<file path="config.mk">
export PLATFORM = sky130hd
export DESIGN_NAME = axi_wr_packer_flat
export DESIGN_NICKNAME = d
export VERILOG_FILES = /design/src/rtl/axi_wr_packer_if.sv /design/src/rtl/axi_wr_packer.sv /design/src/flat_wrapper.sv
export SDC_FILE = /design/constraint.sdc
export NUM_CORES = 1
export LEC_CHECK = 0
export CELL_PAD_IN_SITES_DETAIL_PLACEMENT = 1
export CELL_PAD_IN_SITES_GLOBAL_PLACEMENT = 2
export CORE_MARGIN = 2
export CORE_UTILIZATION = 31
export DETAILED_ROUTE_END_ITERATION = 10
export HOLD_SLACK_MARGIN = 0.06
export PLACE_DENSITY_LB_ADDON = 0.1
export SETUP_SLACK_MARGIN = 0.3
export SKIP_CTS_REPAIR_TIMING = 1
export SYNTH_ARGS = -nofsm -noshare
export SYNTH_HDL_FRONTEND = slang
export SYNTH_SLANG_ARGS = --single-unit
export TNS_END_PERCENT = 50
</file>
<file path="constraint.sdc">
create_clock -name aclk -period 2.5 [get_ports aclk]
set_input_delay 0.375 -clock aclk [delete_from_list [all_inputs] [get_ports aclk]]
set_output_delay 0.375 -clock aclk [all_outputs]
set_load 0.02 [all_outputs]
</file>
<file path="src/rtl/axi_wr_packer_if.sv">
// Word-stream and transaction-command signals between the packer and the AXI master side.
// The slave modport is the packer's view; the master modport is the environment's view.
interface axi_wr_packer_if #(
    parameter int BEATS = 4
);
    logic                  s_valid;
    logic                  s_ready;
    logic [31:0]           s_data;
    logic                  s_last;
    logic                  start;
    logic [31:0]           waddr;
    logic [31:0]           raddr;
    logic [32*BEATS-1:0]   data_in;
    logic                  txn_done;

    modport slave (
        input  s_valid, s_data, s_last, txn_done,
        output s_ready, start, waddr, raddr, data_in
    );

    modport master (
        output s_valid, s_data, s_last, txn_done,
        input  s_ready, start, waddr, raddr, data_in
    );
endinterface

</file>
<file path="src/rtl/axi_wr_packer.sv">
// Packs BEATS 32-bit stream words into one wide bundle, issues a start pulse with the
// running address and waits for txn_done before accepting the next bundle.
module axi_wr_packer #(
    parameter int BEATS    = 4,
    parameter int ADDR_INC = 16,
    parameter int CNT_W    = 16
) (
    input  logic              aclk,
    input  logic              areset,
    input  logic              base_load,
    input  logic [31:0]       base_addr,
    output logic              busy,
    output logic [CNT_W-1:0]  txn_count,
    axi_wr_packer_if.slave    bus
);
    localparam int IDX_W = (BEATS > 1) ? $clog2(BEATS) : 1;

    typedef enum logic [1:0] {ST_IDLE, ST_FILL, ST_ISSUE, ST_WAIT} state_t;

    state_t             state_reg, state_next;
    logic [IDX_W-1:0]   lane_idx_reg, lane_idx_next;
    logic [31:0]        run_addr_reg, run_addr_next;
    logic [31:0]        waddr_reg;
    logic [CNT_W-1:0]   txn_count_reg;
    logic               s_ready_reg, s_ready_next;
    logic               start_reg, start_next;
    logic               busy_reg, busy_next;
    logic               hs;
    logic               last_lane;
    logic               txn_fire;

    assign hs        = bus.s_valid & s_ready_reg;
    assign last_lane = (lane_idx_reg == IDX_W'(BEATS - 1));
    assign txn_fire  = (state_reg == ST_WAIT) && bus.txn_done;

    always_ff @(posedge aclk or negedge areset) begin
        if (!areset) state_reg <= ST_IDLE;
        else         state_reg <= state_next;
    end

    always_comb begin
        state_next = state_reg;
        case (state_reg)
            ST_IDLE:  if (hs) state_next = (BEATS == 1 || bus.s_last) ? ST_ISSUE : ST_FILL;
            ST_FILL:  if (hs && (last_lane || bus.s_last)) state_next = ST_ISSUE;
            ST_ISSUE: state_next = ST_WAIT;
            ST_WAIT:  if (bus.txn_done) state_next = ST_IDLE;
            default:  state_next = ST_IDLE;
        endcase
    end

    // Outputs are decoded from the next state and registered, so they line up with the state.
    always_comb begin
        s_ready_next = (state_next == ST_IDLE) || (state_next == ST_FILL);
        start_next   = (state_next == ST_ISSUE);
        busy_next    = (state_next == ST_ISSUE) || (state_next == ST_WAIT);
    end

    always_ff @(posedge aclk or negedge areset) begin
        if (!areset) begin
            s_ready_reg <= 1'b0;
            start_reg   <= 1'b0;
            busy_reg    <= 1'b0;
        end else begin
            s_ready_reg <= s_ready_next;
            start_reg   <= start_next;
            busy_reg    <= busy_next;
        end
    end

    always_comb begin
        lane_idx_next = lane_idx_reg;
        run_addr_next = run_addr_reg;
        if (txn_fire) begin
            lane_idx_next = '0;
            run_addr_next = run_addr_reg + 32'(ADDR_INC);
        end else if (hs && state_reg == ST_IDLE) begin
            lane_idx_next = IDX_W'(1);
        end else if (hs && state_reg == ST_FILL) begin
            lane_idx_next = lane_idx_reg + IDX_W'(1);
        end
        if (state_reg == ST_IDLE && base_load) run_addr_next = base_addr;
    end

    always_ff @(posedge aclk or negedge areset) begin
        if (!areset) begin
            lane_idx_reg  <= '0;
            run_addr_reg  <= '0;
            waddr_reg     <= '0;
            txn_count_reg <= '0;
        end else begin
            lane_idx_reg <= lane_idx_next;
            run_addr_reg <= run_addr_next;
            // A base_load coinciding with the final handshake must already show in waddr.
            if (state_next == ST_ISSUE) waddr_reg <= run_addr_next;
            if (txn_fire) txn_count_reg <= txn_count_reg + CNT_W'(1);
        end
    end

    for (genvar gi = 0; gi < BEATS; gi++) begin : g_lane
        logic [31:0] lane_reg;
        always_ff @(posedge aclk or negedge areset) begin
            if (!areset) begin
                lane_reg <= '0;
            end else if (hs && state_reg == ST_IDLE) begin
                lane_reg <= (gi == 0) ? bus.s_data : 32'h0;
            end else if (hs && state_reg == ST_FILL && lane_idx_reg == IDX_W'(gi)) begin
                lane_reg <= bus.s_data;
            end
        end
        assign bus.data_in[32*gi +: 32] = lane_reg;
    end

    assign bus.s_ready = s_ready_reg;
    assign bus.start   = start_reg;
    assign bus.waddr   = waddr_reg;
    assign bus.raddr   = waddr_reg;
    assign busy        = busy_reg;
    assign txn_count   = txn_count_reg;
endmodule

</file>
<file path="src/flat_wrapper.sv">
// flat-port wrapper written by rule: the top's interface ports become plain ports
module axi_wr_packer_flat 
#(
    parameter int BEATS    = 4,
    parameter int ADDR_INC = 16,
    parameter int CNT_W    = 16
)
  (aclk, areset, base_load, base_addr, busy, txn_count, bus_s_valid, bus_s_data, bus_s_last, bus_txn_done, bus_s_ready, bus_start, bus_waddr, bus_raddr, bus_data_in);
  axi_wr_packer_if #(.BEATS(BEATS)) bus_i ();
  input  logic aclk;
  input  logic areset;
  input  logic base_load;
  input  logic [31:0] base_addr;
  output logic busy;
  output logic [CNT_W-1:0] txn_count;
  input wire logic [$bits(bus_i.s_valid)-1:0] bus_s_valid;
  input wire logic [$bits(bus_i.s_data)-1:0] bus_s_data;
  input wire logic [$bits(bus_i.s_last)-1:0] bus_s_last;
  input wire logic [$bits(bus_i.txn_done)-1:0] bus_txn_done;
  output wire logic [$bits(bus_i.s_ready)-1:0] bus_s_ready;
  output wire logic [$bits(bus_i.start)-1:0] bus_start;
  output wire logic [$bits(bus_i.waddr)-1:0] bus_waddr;
  output wire logic [$bits(bus_i.raddr)-1:0] bus_raddr;
  output wire logic [$bits(bus_i.data_in)-1:0] bus_data_in;
  assign bus_i.s_valid = bus_s_valid;
  assign bus_i.s_data = bus_s_data;
  assign bus_i.s_last = bus_s_last;
  assign bus_i.txn_done = bus_txn_done;
  assign bus_s_ready = bus_i.s_ready;
  assign bus_start = bus_i.start;
  assign bus_waddr = bus_i.waddr;
  assign bus_raddr = bus_i.raddr;
  assign bus_data_in = bus_i.data_in;
  axi_wr_packer #(.BEATS(BEATS), .ADDR_INC(ADDR_INC), .CNT_W(CNT_W)) u_core (.aclk(aclk), .areset(areset), .base_load(base_load), .base_addr(base_addr), .busy(busy), .txn_count(txn_count), .bus(bus_i));
endmodule
</file>
==> impl_metrics.csv <==
group,metric,value,unit
outcome,status,"finished clean",
logic_synthesis,synthDistinctLibCells,44,
place,hpwlAfterDp,18870,um
place,place_area,0.01213,mm^2
logic_synthesis,ys_top_cells_by_area,"dfrtp_1, nand2_1, o21ai_0",
floorplanning,num_rows,62,
drt,ant_nets,0,
cells_and_area,layout_commonest_cell,"clkdlybuf4s50_1",
sta,skew,0.01338,ns
cts,cts_inserted_buffers,25,
sta,min_period,1.983,ns
sta,fin_crit_sh,79.34,%
sta,setup_violations,0,
cells_and_area,fillers,3209,
cells_and_area,largest_register_ffs,128,
sta,max_freq,0.5042,GHz
drt,wl_met1,12230,um
drt,wl_per_cell,17.21,um
sta,rsz0062_at_grt,"true",
cts,path_clk_slew,0.06,ns
setup_path,worstSetupEndpointType,"flip-flop",
floorplanning,core-area,0.02855,mm^2
global_routing,grt_first_pass_wirelength,42280,um
logic_synthesis,synthesis.area,0.008962,mm^2
global_routing,gr-usage-all-layers,17.22,%
drt,vias,7112,
cts,clkSinkCount,215,
global_routing,grt_pass1_vias,7468,
setup_path,start_kind,"flip-flop",
power,vdd_drop_max,0.5937,mV
worst_hold_path,hold_path.class,"input port to asynchronous set/reset pin",
job,cap_violations,0,
sta,slew_viol_final,0,
place,port_buffers,280,
global_routing,grt-ovfl-total,0,
sta,slew_headroom,50.58,%
logic_synthesis,syn_inst,864,
cells_and_area,final_cell_area,0.01294,mm^2
drt,dr_wl_met2,12210,um
place,finalWeightedCongestion,0.7254,
floorplanning,die_h,174.0,um
logic_synthesis,seq_area_frac_synth,60.03,%
global_routing,grt_max_degree,61,
logic_synthesis,yosysTopAreaCell,"dfrtp_1",
logic_synthesis,synth_top_area_share,60.03,%
sta,finalSetupTns,0,ns
cts,tritoncts,"built",
drt,viasPerCell,4.673,
drt,wl,26190,um
cts,clk_latency,0.51,ns
global_routing,antenna_found_initial,1,
logic_synthesis,synth-seq-cells,215,
floorplanning,initial_core_util,31.39,%
floorplanning,io_pins,281,
logic_synthesis,synth_nets,940,
sta,worst_pin_slew,0.7386,ns
floorplanning,dieArea,0.03029,mm^2
cts,clk_path_buf_depth,3,
setup_path,crit_arrival,2.37,ns
drt,firstDrtPassIters,4,
setup_path,critPathKind,"flip-flop to flip-flop",
floorplanning,die_w,174.0,um
power,finalPower,0.01746,W
power,p_leak,5.588,nW
sta,hold-worst-slack,0.3897,ns
setup_path,worst_ep_required_time,2.88,ns
drt,drc_errors,0,
drt,drtIter0Drc,368,
drt,met3_wirelength,1295,um
logic_synthesis,synth_warnings,0,
cells_and_area,area_growth_syn_to_layout,44.34,%
drt,top_layer,"met4",
power,power_density,1350,mW/mm^2
cells_and_area,final_cell_mix,"clkdlybuf4s50_1, nand2_1, dfrtp_1",
cts,cts_htree_levels,1,
logic_synthesis,syn_avg_cell_area,10.37,um^2
cells_and_area,fin_nets,1195,
cells_and_area,drive_gt1_share,9.859,%
sta,report.final.hold_viol_count,0,
setup_path,cp_max_fo,36,
cts,cts-root-buf,"clkbuf_16",
-- critical path, cell delays in order, from the launching register on --
cell	delay (ns)
dfrtp_1	0.56
inv_1	0.25
o21ai_4	0.65
buf_12	0.28
o21ai_0	0.11
-- logic make-up after synthesis --
| kind of cell | Yosys count | share of synthesized area, % |
|---|---|---|
| compound gates | 150 | 9.172 |
| flops | 215 | 60.03 |
| xor+xnor | 39 | 3.811 |
| fa+ha+maj | 6 | 0.8376 |
| simple gates | 329 | 16.14 |
| buf+inv | 88 | 5.319 |
| mux | 37 | 4.691 |
-- cell usage after synthesis (all sizes together) --
cell      n
o211ai    9
o21ai   111
inv       9
xnor2    18
o221ai    7
dfrtp   215
a31o      1
nor3b     2
or3b      1
a22o      1
ha        6
a21oi    14
a21o      1
a31oi     2
o31ai     2
or4       1
nand2   227
xor2     21
and2      2
nor4      4
nor2     24
nand4    13
and3      6
nand3    39
mux2     37
o21a      1
and4      2
nor2b     1
buf      48
nor3      7
a211oi    1
clkbuf   31
-- power breakdown --
part	switching [W]	leakage, nW	internal (W)	total (W)
clock network	0.00140	0.393	0.00211	0.00351
registers	0.00109	2.66	0.00499	0.00608
logic	0.00419	2.53	0.00367	0.00787
-- metrics by stage --
stage          cells  setup slack, ns  utilization, %
6_report        1522           0.5166           45.31
5_1_grt         1521           0.2840           45.31
4_1_cts         1519           0.4389           45.26
3_5_place_dp    1475           0.1960           42.50
3_3_place_gp    1475           0.2469           42.50
2_1_floorplan    864           0.7211               -
-- layer usage --
| layer | GRT usage [%] | vias up |
|---|---|---|
| li1 | - | 3380 |
| met1 | 23.99 | 3523 |
| met2 | 27.79 | 176 |
| met3 | 3.434 | 33 |
| met4 | 3.852 | 0 |
| met5 | 0 | - |
-- layout make-up --
cell class	count	area, um^2	area share [%]
repair buffers	307	3100	23.97
diodes	2	5.005	0.03869
well taps	384	480.5	3.714
inverters	9	33.78	0.2611
multi-input cells	561	3147	24.33
clock inverters	6	55.05	0.4256
flip-flops and latches	215	5380	41.59
clock buffers	38	734.5	5.678
-- path summary, 6_finish.rpt --
kind / end / cells past startpoint / slack (ns) / from
worst min-delay path: u_core.g_lane[1].lane_reg[20]$_DFFE_PN0P_ / 2 / 0.39 / areset
worst max-delay path: u_core.g_lane[2].lane_reg[31]$_DFFE_PN0P_ / 4 / 0.52 / u_core.state_reg[0]$_DFF_PN0_
worst max register to register: u_core.g_lane[2].lane_reg[31]$_DFFE_PN0P_ / 4 / 0.52 / u_core.state_reg[0]$_DFF_PN0_
worst min register to register: u_core.txn_count[15]$_DFFE_PN0P_ / 1 / 0.47 / u_core.txn_count[15]$_DFFE_PN0P_
max in group asynchronous: u_core.g_lane[0].lane_reg[17]$_DFFE_PN0P_ / 3 / 1.38 / areset
min in group aclk: u_core.run_addr_reg[3]$_DFF_PN0_ / 3 / 0.42 / base_addr[3]
No activity file was read; power rests on OpenSTA's default activity.
